==> src/rtl/picosoc_ram_arbiter.sv <==
// Round-robin arbiter sharing the single-port soc_mem RAM between two native-bus masters.
// Every access takes one issue cycle (IDLE) and one response cycle (RESP).
module picosoc_ram_arbiter #(
  parameter int MEM_WORDS = 4096,
  parameter int ABITS     = 12
) (
  input  logic             clk,
  input  logic             resetn,
  input  logic             m0_valid,
  input  logic [31:0]      m0_addr,
  input  logic [31:0]      m0_wdata,
  input  logic [3:0]       m0_wstrb,
  output logic             m0_ready,
  output logic [31:0]      m0_rdata,
  input  logic             m1_valid,
  input  logic [31:0]      m1_addr,
  input  logic [31:0]      m1_wdata,
  input  logic [3:0]       m1_wstrb,
  output logic             m1_ready,
  output logic [31:0]      m1_rdata,
  output logic [ABITS-1:0] ram_addr,
  output logic [3:0]       ram_byteena,
  output logic             ram_wren,
  output logic [31:0]      ram_wdata,
  input  logic [31:0]      ram_q,
  output logic [15:0]      contention
);

  typedef enum logic {IDLE, RESP} state_e;

  state_e      state_q, state_d;
  logic        grant_q, grant_d;
  logic        last_grant_q, last_grant_d;
  logic [15:0] contention_q, contention_d;

  logic        sel;
  logic        issue;
  logic        issue_ok;
  logic        contend;
  logic [31:0] sel_addr;
  logic [31:0] sel_wdata;
  logic [3:0]  sel_wstrb;

  always_comb begin
    sel          = 1'b0;
    issue        = 1'b0;
    state_d      = state_q;
    grant_d      = grant_q;
    last_grant_d = last_grant_q;
    if (m0_valid && m1_valid) begin
      sel = ~last_grant_q;
    end else if (m1_valid) begin
      sel = 1'b1;
    end
    case (state_q)
      IDLE: begin
        if (m0_valid || m1_valid) begin
          issue        = 1'b1;
          state_d      = RESP;
          grant_d      = sel;
          last_grant_d = sel;
        end
      end
      RESP: begin
        state_d = IDLE;
      end
      default: begin
        state_d = IDLE;
      end
    endcase
  end

  // RAM port is only driven during the issue cycle; reset also blocks it so nothing is written while held.
  assign issue_ok  = issue && resetn;
  assign sel_addr  = sel ? m1_addr  : m0_addr;
  assign sel_wdata = sel ? m1_wdata : m0_wdata;
  assign sel_wstrb = sel ? m1_wstrb : m0_wstrb;

  assign ram_addr    = issue_ok ? sel_addr[ABITS+1:2] : '0;
  assign ram_wdata   = issue_ok ? sel_wdata : 32'h0;
  assign ram_byteena = issue_ok ? sel_wstrb : 4'h0;
  assign ram_wren    = issue_ok && (|sel_wstrb);

  assign m0_ready = (state_q == RESP) && !grant_q;
  assign m1_ready = (state_q == RESP) &&  grant_q;
  assign m0_rdata = grant_q ? 32'h0 : ram_q;
  assign m1_rdata = grant_q ? ram_q : 32'h0;

  // A stall cycle is a tie in IDLE or the losing master waiting through RESP.
  assign contend = ((state_q == IDLE) && m0_valid && m1_valid) ||
                   ((state_q == RESP) && (grant_q ? m0_valid : m1_valid));

  always_comb begin
    contention_d = contention_q;
    if (contend && (contention_q != 16'hFFFF)) begin
      contention_d = contention_q + 16'd1;
    end
  end

  assign contention = contention_q;

  always_ff @(posedge clk or negedge resetn) begin
    if (!resetn) begin
      state_q      <= IDLE;
      grant_q      <= 1'b0;
      last_grant_q <= 1'b1;
      contention_q <= 16'h0;
    end else begin
      state_q      <= state_d;
      grant_q      <= grant_d;
      last_grant_q <= last_grant_d;
      contention_q <= contention_d;
    end
  end

  logic unused_bits;
  assign unused_bits = ^{m0_addr[31:ABITS+2], m0_addr[1:0],
                         m1_addr[31:ABITS+2], m1_addr[1:0]};

endmodule

==> config.mk <==
export PLATFORM = sky130hd
export DESIGN_NAME = picosoc_ram_arbiter
export DESIGN_NICKNAME = d
export VERILOG_FILES = /design/src/rtl/picosoc_ram_arbiter.sv
export SDC_FILE = /design/constraint.sdc
export NUM_CORES = 1
export LEC_CHECK = 0
export CAP_MARGIN = 20
export CORE_AREA = 8 8 111 113
export DETAILED_ROUTE_END_ITERATION = 16
export DIE_AREA = 0 0 119 121
export GPL_TIMING_DRIVEN = 0
export PLACE_DENSITY = 0.7
export SYNTH_ARGS = -nofsm -noshare
export SYNTH_HDL_FRONTEND = slang
export SYNTH_SLANG_ARGS = --single-unit
export TNS_END_PERCENT = 10
==> constraint.sdc <==
create_clock -name clk -period 2.2 [get_ports clk]
set_input_delay 0.66 -clock clk [delete_from_list [all_inputs] [get_ports clk]]
set_output_delay 0.66 -clock clk [all_outputs]
set_load 0.1 [all_outputs]
# Word level (Yosys, flattened, before mapping)
# Cells that the tools add are included.
[classes]
n_addsub = 1
eq_ne = 1
muxes = 14
bitwise = 2
n_reduce_logical = 14
[op_table]
columns = ["op", "count"]
rows = [
  ["$mux W32", 4],
  ["$add A16 B1 Y16 const B", 1],
  ["$ne A16 B16 Y1 const B", 1],
  ["$mux W14", 1],
  ["$mux W12", 1],
  ["$logic_and A1 B1 Y1", 9],
  ["$mux W4", 2],
  ["$mux W1", 5],
  ["$reduce_or A4 Y1", 1],
  ["$logic_or A1 B1 Y1", 2],
  ["$not A1 Y1", 2],
  ["$pmux W1 S2", 1],
  ["$reduce_and A2 Y1", 1],
  ["$logic_not A1 Y1", 1],
]
[totals]
reg_bits = 19
inputBits = 172
out_inout_bits = 131
word_cells = 36

# Longest topological paths before layout
[logic_depth]
ltp_word = 5
depth_mapped = 7
mapped_depth_nobuf = 6

# Worst setup path after synthesis
# No wires, ideal clock.
[synth_timing]
path_type = "input-to-output"
start = "input m0_valid"
end = "output ram_byteena[0]"
t_arrival_ns = 2.856
t_required_ns = 1.540
slack_ns = -1.316
path_stages = 7
n_path_buf = 3
path_cell_list = "nand2_1 > and2_1 > clkbuf_1 > buf_2 > buf_2 > nand2_1 > a21oi_1"
[synth_between]
elab_chain_len = 5
word_cells_on_any_way = 8
classes_between = "mux: 5; reduce/logical: 3"
[synth_lines]
columns = ["item", "line", "source"]
rows = [
  ["start, declared", "9", "input logic m0_valid,"],
  ["$logic_or A1 B1 Y1", "57", "if (m0_valid || m1_valid) begin"],
  ["$mux W1", "57", ""],
  ["$mux W1", "55", "case (state_q)"],
  ["$logic_and A1 B1 Y1", "74", "assign issue_ok = issue && resetn;"],
  ["$mux W4 (*)", "81", "assign ram_byteena = issue_ok ? sel_wstrb : 4'h0;"],
  ["end, declared", "22", "output logic [3:0] ram_byteena,"],
]
# Every way passes the cells marked *; elsewhere a longest branch is shown, timed or not.

# Worst setup path in the final report
[layout_timing]
start = "input m0_valid"
end = "output ram_wdata[12]"
[layout_between]
elab_chain_len = 5
word_cells_on_any_way = 8
classes_between = "mux: 5; reduce/logical: 3"
[layout_lines]
columns = ["item", "line", "source"]
rows = [
  ["$logic_or A1 B1 Y1", "57", ""],
  ["$mux W1", "57", ""],
  ["$mux W1", "55", ""],
  ["$logic_and A1 B1 Y1", "74", ""],
  ["$mux W32 (*)", "80", "assign ram_wdata = issue_ok ? sel_wdata : 32'h0;"],
  ["end, declared", "24", "output logic [31:0] ram_wdata,"],
]
# Marks and branches as above.

==> results.sh <==
export IMPL_dieArea_mm2=0.0144
export IMPL_multi_input_area_mm2=0.00237
export IMPL_num_antenna_cells=0
export IMPL_netlist_area_mm2=0.00209
export IMPL_die_x_um=119
export IMPL_max_slew_margin_rel=0.630
export IMPL_grt_start_max_net_pins=21
export IMPL_violations="negative setup slack"
export IMPL_min_period_ns=2.39
export IMPL_ys_ff_latch=19
export IMPL_htree_num_levels=1
export IMPL_synth_edf_count=0
export IMPL_first_pass_iters=4
export IMPL_synth_top_cell_area_share=0.216
export IMPL_cts_made_buffers=3
export IMPL_syn2layout_area_growth_pct=233
export IMPL_final_setup_worst_slack_ns=-0.194
export IMPL_critPathKind="in -> out"
export IMPL_cpMostUsedCell="buf_12"
export IMPL_io_pins=303
export IMPL_grt_antenna_before_repair=0
export IMPL_skew_ns=0.00800
export IMPL_worstPathMaxFanout=5
export IMPL_utilization=0.654
export IMPL_maxCapViolations=0
export IMPL_cts_root_buf="clkbuf_8"
export IMPL_wl_per_cell_um=20.0
export IMPL_slowest_delay_ns=0.19
export IMPL_gp_congestion=0.834
export IMPL_regArea_um2=477
export IMPL_yosysTopAreaCell="dfrtp_1"
export IMPL_syn_num_nets=493
export IMPL_critical_path_arrival_ns=1.73
export IMPL_grt_pass1_vias=3586
export IMPL_yosysWarningCount=0
export IMPL_rows=38
export IMPL_fillers=776
export IMPL_status="complete, but fails checks"
export IMPL_drv_slew=0
export IMPL_final_nets=770
export IMPL_routed_wl_um=14800
export IMPL_crit_family="buffers and inverters"
export IMPL_die_y_um=121
export IMPL_insertion_delay_ns=0.26
export IMPL_num_vias=3346
export IMPL_drt_iter0_markers=125
export IMPL_path_cells="buf_12 -> nand2_4 -> and2_4 -> buf_4 -> clkbuf_8 -> nand2_1 -> a21oi_4 -> buf_12"
export IMPL_fin_crit_sh=1.09
export IMPL_preCtsSetupSlack_ns=-2.40
export IMPL_rsz0062_at_grt="true"
export IMPL_cts_buffer_depth=2
export IMPL_cp_slowest_cell="buf_12"
export IMPL_setup_viol=59
export IMPL_synthTopCellsByArea="dfrtp_1 (22%), nand2_1 (19%), a21oi_1 (12%), and2_1 (10%), nor2b_1 (9.6%)"
export IMPL_worstSetupEndpointType="output port"
export IMPL_worstHoldPathType="in -> async"
export IMPL_avgSynthCellArea_um2=6.52
export IMPL_power_density_mw_per_mm2=756
export IMPL_critical_path_required_ns=1.54
export IMPL_seq_area_frac_synth=0.229
export IMPL_hold_worst_slack_ns=0.221
export IMPL_tritoncts="built"
export IMPL_clock_sinks=19
export IMPL_worst_pin_slew_ns=0.558
export IMPL_grt_overflow_total=0
export IMPL_syn_inst=320
export IMPL_vias_per_cell=4.55
export IMPL_hold_viol_final=0
export IMPL_core_area_mm2=0.0106
export IMPL_synthDistinctLibCells=33
export IMPL_leakage_uw=0.00293
export IMPL_initial_core_util=0.197
export IMPL_post_route_drc_count=0
export IMPL_async_reset_ff_frac=1.00
export IMPL_grt_pass1_wl_um=21400
export IMPL_drive_gt1_frac=0.488
export IMPL_dpl_hpwl_um=11200
export IMPL_clkSlewWorstSetupHoldPaths_ns=0.08
export IMPL_io_buffers=262
export IMPL_grt_total_usage=0.185
export IMPL_crit_path_start_kind="primary input"
export IMPL_drtAntennaViolNets=0
export IMPL_cp_buffers_inverters=4
export IMPL_max_freq_mhz=418
export IMPL_ir_drop_mv=1.27
export IMPL_synth_ff_type="dfrtp_1"
-- layer usage --
layer | global-route usage | wire (um)
met1 | 0.206 | 5410
met2 | 0.352 | 8180
met3 | 0.0405 | 866
met4 | 0.0379 | 291
met5 | 0 | 0
-- area by class of cell --
cell class | count | area share
tap | 140 | 0.0253
multi-input combinational | 276 | 0.342
clock inverter | 1 | 0.00108
sequential | 19 | 0.0687
inverter | 2 | 0.00108
clock buffer | 3 | 0.00595
timing repair buffer | 273 | 0.513
buffer | 22 | 0.0433
-- what timing repair did --
action                                   CTS  global route
setup buffers                              4             3
endpoints found under the setup margin   132           130
hold buffers                               0             0
cloned                                     3             1
resized for setup                       1006           137
pin swaps                                 12            12
-- worst reg2reg max path: stages (launching register included) --
cell and delay (ns):
dfrtp_1 0.43, ha_1 0.25, and4_1 0.25, and2b_1 0.24, a22oi_4 0.28, mux2_2 0.37
-- state kept, by name (all words and copies together), names as in the netlist --
signal and flops:
state_q 1, contention 16, last_grant_q 1, grant_q 1
-- cells by family after synthesis --
family	after synthesis	share of synthesized area
adder cells (fa/ha/maj)	1	0.00600
flip-flops	19	0.229
buffers and inverters	25	0.0474
AND/OR/NAND/NOR	200	0.476
multiplexers	3	0.0180
AO/OA/AOI/OAI	60	0.174
XOR/XNOR	12	0.0504
-- power by group --
part           switching [uW]  internal (uW)  leakage, uW
clock network             126            128    0.0000217
logic                    3050           1430      0.00266
registers                89.9            423     0.000247
total                    3260           1980      0.00293
-- per-stage QoR --
step,total power [uW],cell area (um^2),setup TNS (ns),std cells
floorplan,3380,2860,-26.48,320
global placement,4350,5660,-164.67,722
detailed placement,4380,5660,-168.53,722
CTS,5040,6640,-10.91,733
global route,5410,6940,-10.70,736
finish,5250,6940,-7.26,736
-- Yosys cell counts (all sizes together), types with 2 or more instances --
| master | number |
|---|---|
| clkbuf | 18 |
| buf | 5 |
| o21ai | 3 |
| o41ai | 2 |
| dfrtp | 18 |
| nand2b | 2 |
| nand2 | 108 |
| nor2b | 32 |
| a21oi | 51 |
| and2 | 35 |
| and2b | 2 |
| and3 | 3 |
| nor2 | 4 |
| nand3 | 6 |
| inv | 2 |
| nand4b | 2 |
| xnor2 | 11 |
| nand4 | 5 |
| mux2 | 3 |
-- path summary, 6_finish.rpt --
path / from / endpoint / slack [ns] / cells after the start
setup / recovery: m0_valid / ram_wdata[12] / -0.19 / 8
hold / removal: resetn / contention[15]$_DFFE_PN0P_ / 0.22 / 1
setup reg to reg: contention[0]$_DFFE_PN0P_ / contention[1]$_DFFE_PN0P_ / 0.27 / 5
hold reg to reg: contention[15]$_DFFE_PN0P_ / contention[15]$_DFFE_PN0P_ / 0.52 / 1
max in group asynchronous: resetn / last_grant_q$_DFFE_PN1P_ / 1.73 / 1
min in group clk: contention[15]$_DFFE_PN0P_ / contention[15]$_DFFE_PN0P_ / 0.52 / 1
-- layout by cell type, fill, tap and decap left out, types with 14 or more instances in the layout --
cell             instances
buf_8                   14
a21oi_4                 49
buf_12                  82
and2_1                  29
nand2_4                 18
nor2b_2                 21
dfrtp_1                 18
nand2_1                 83
buf_6                   29
clkbuf_2                17
clkdlybuf4s50_1        119
(Power assumes the default switching activity.)
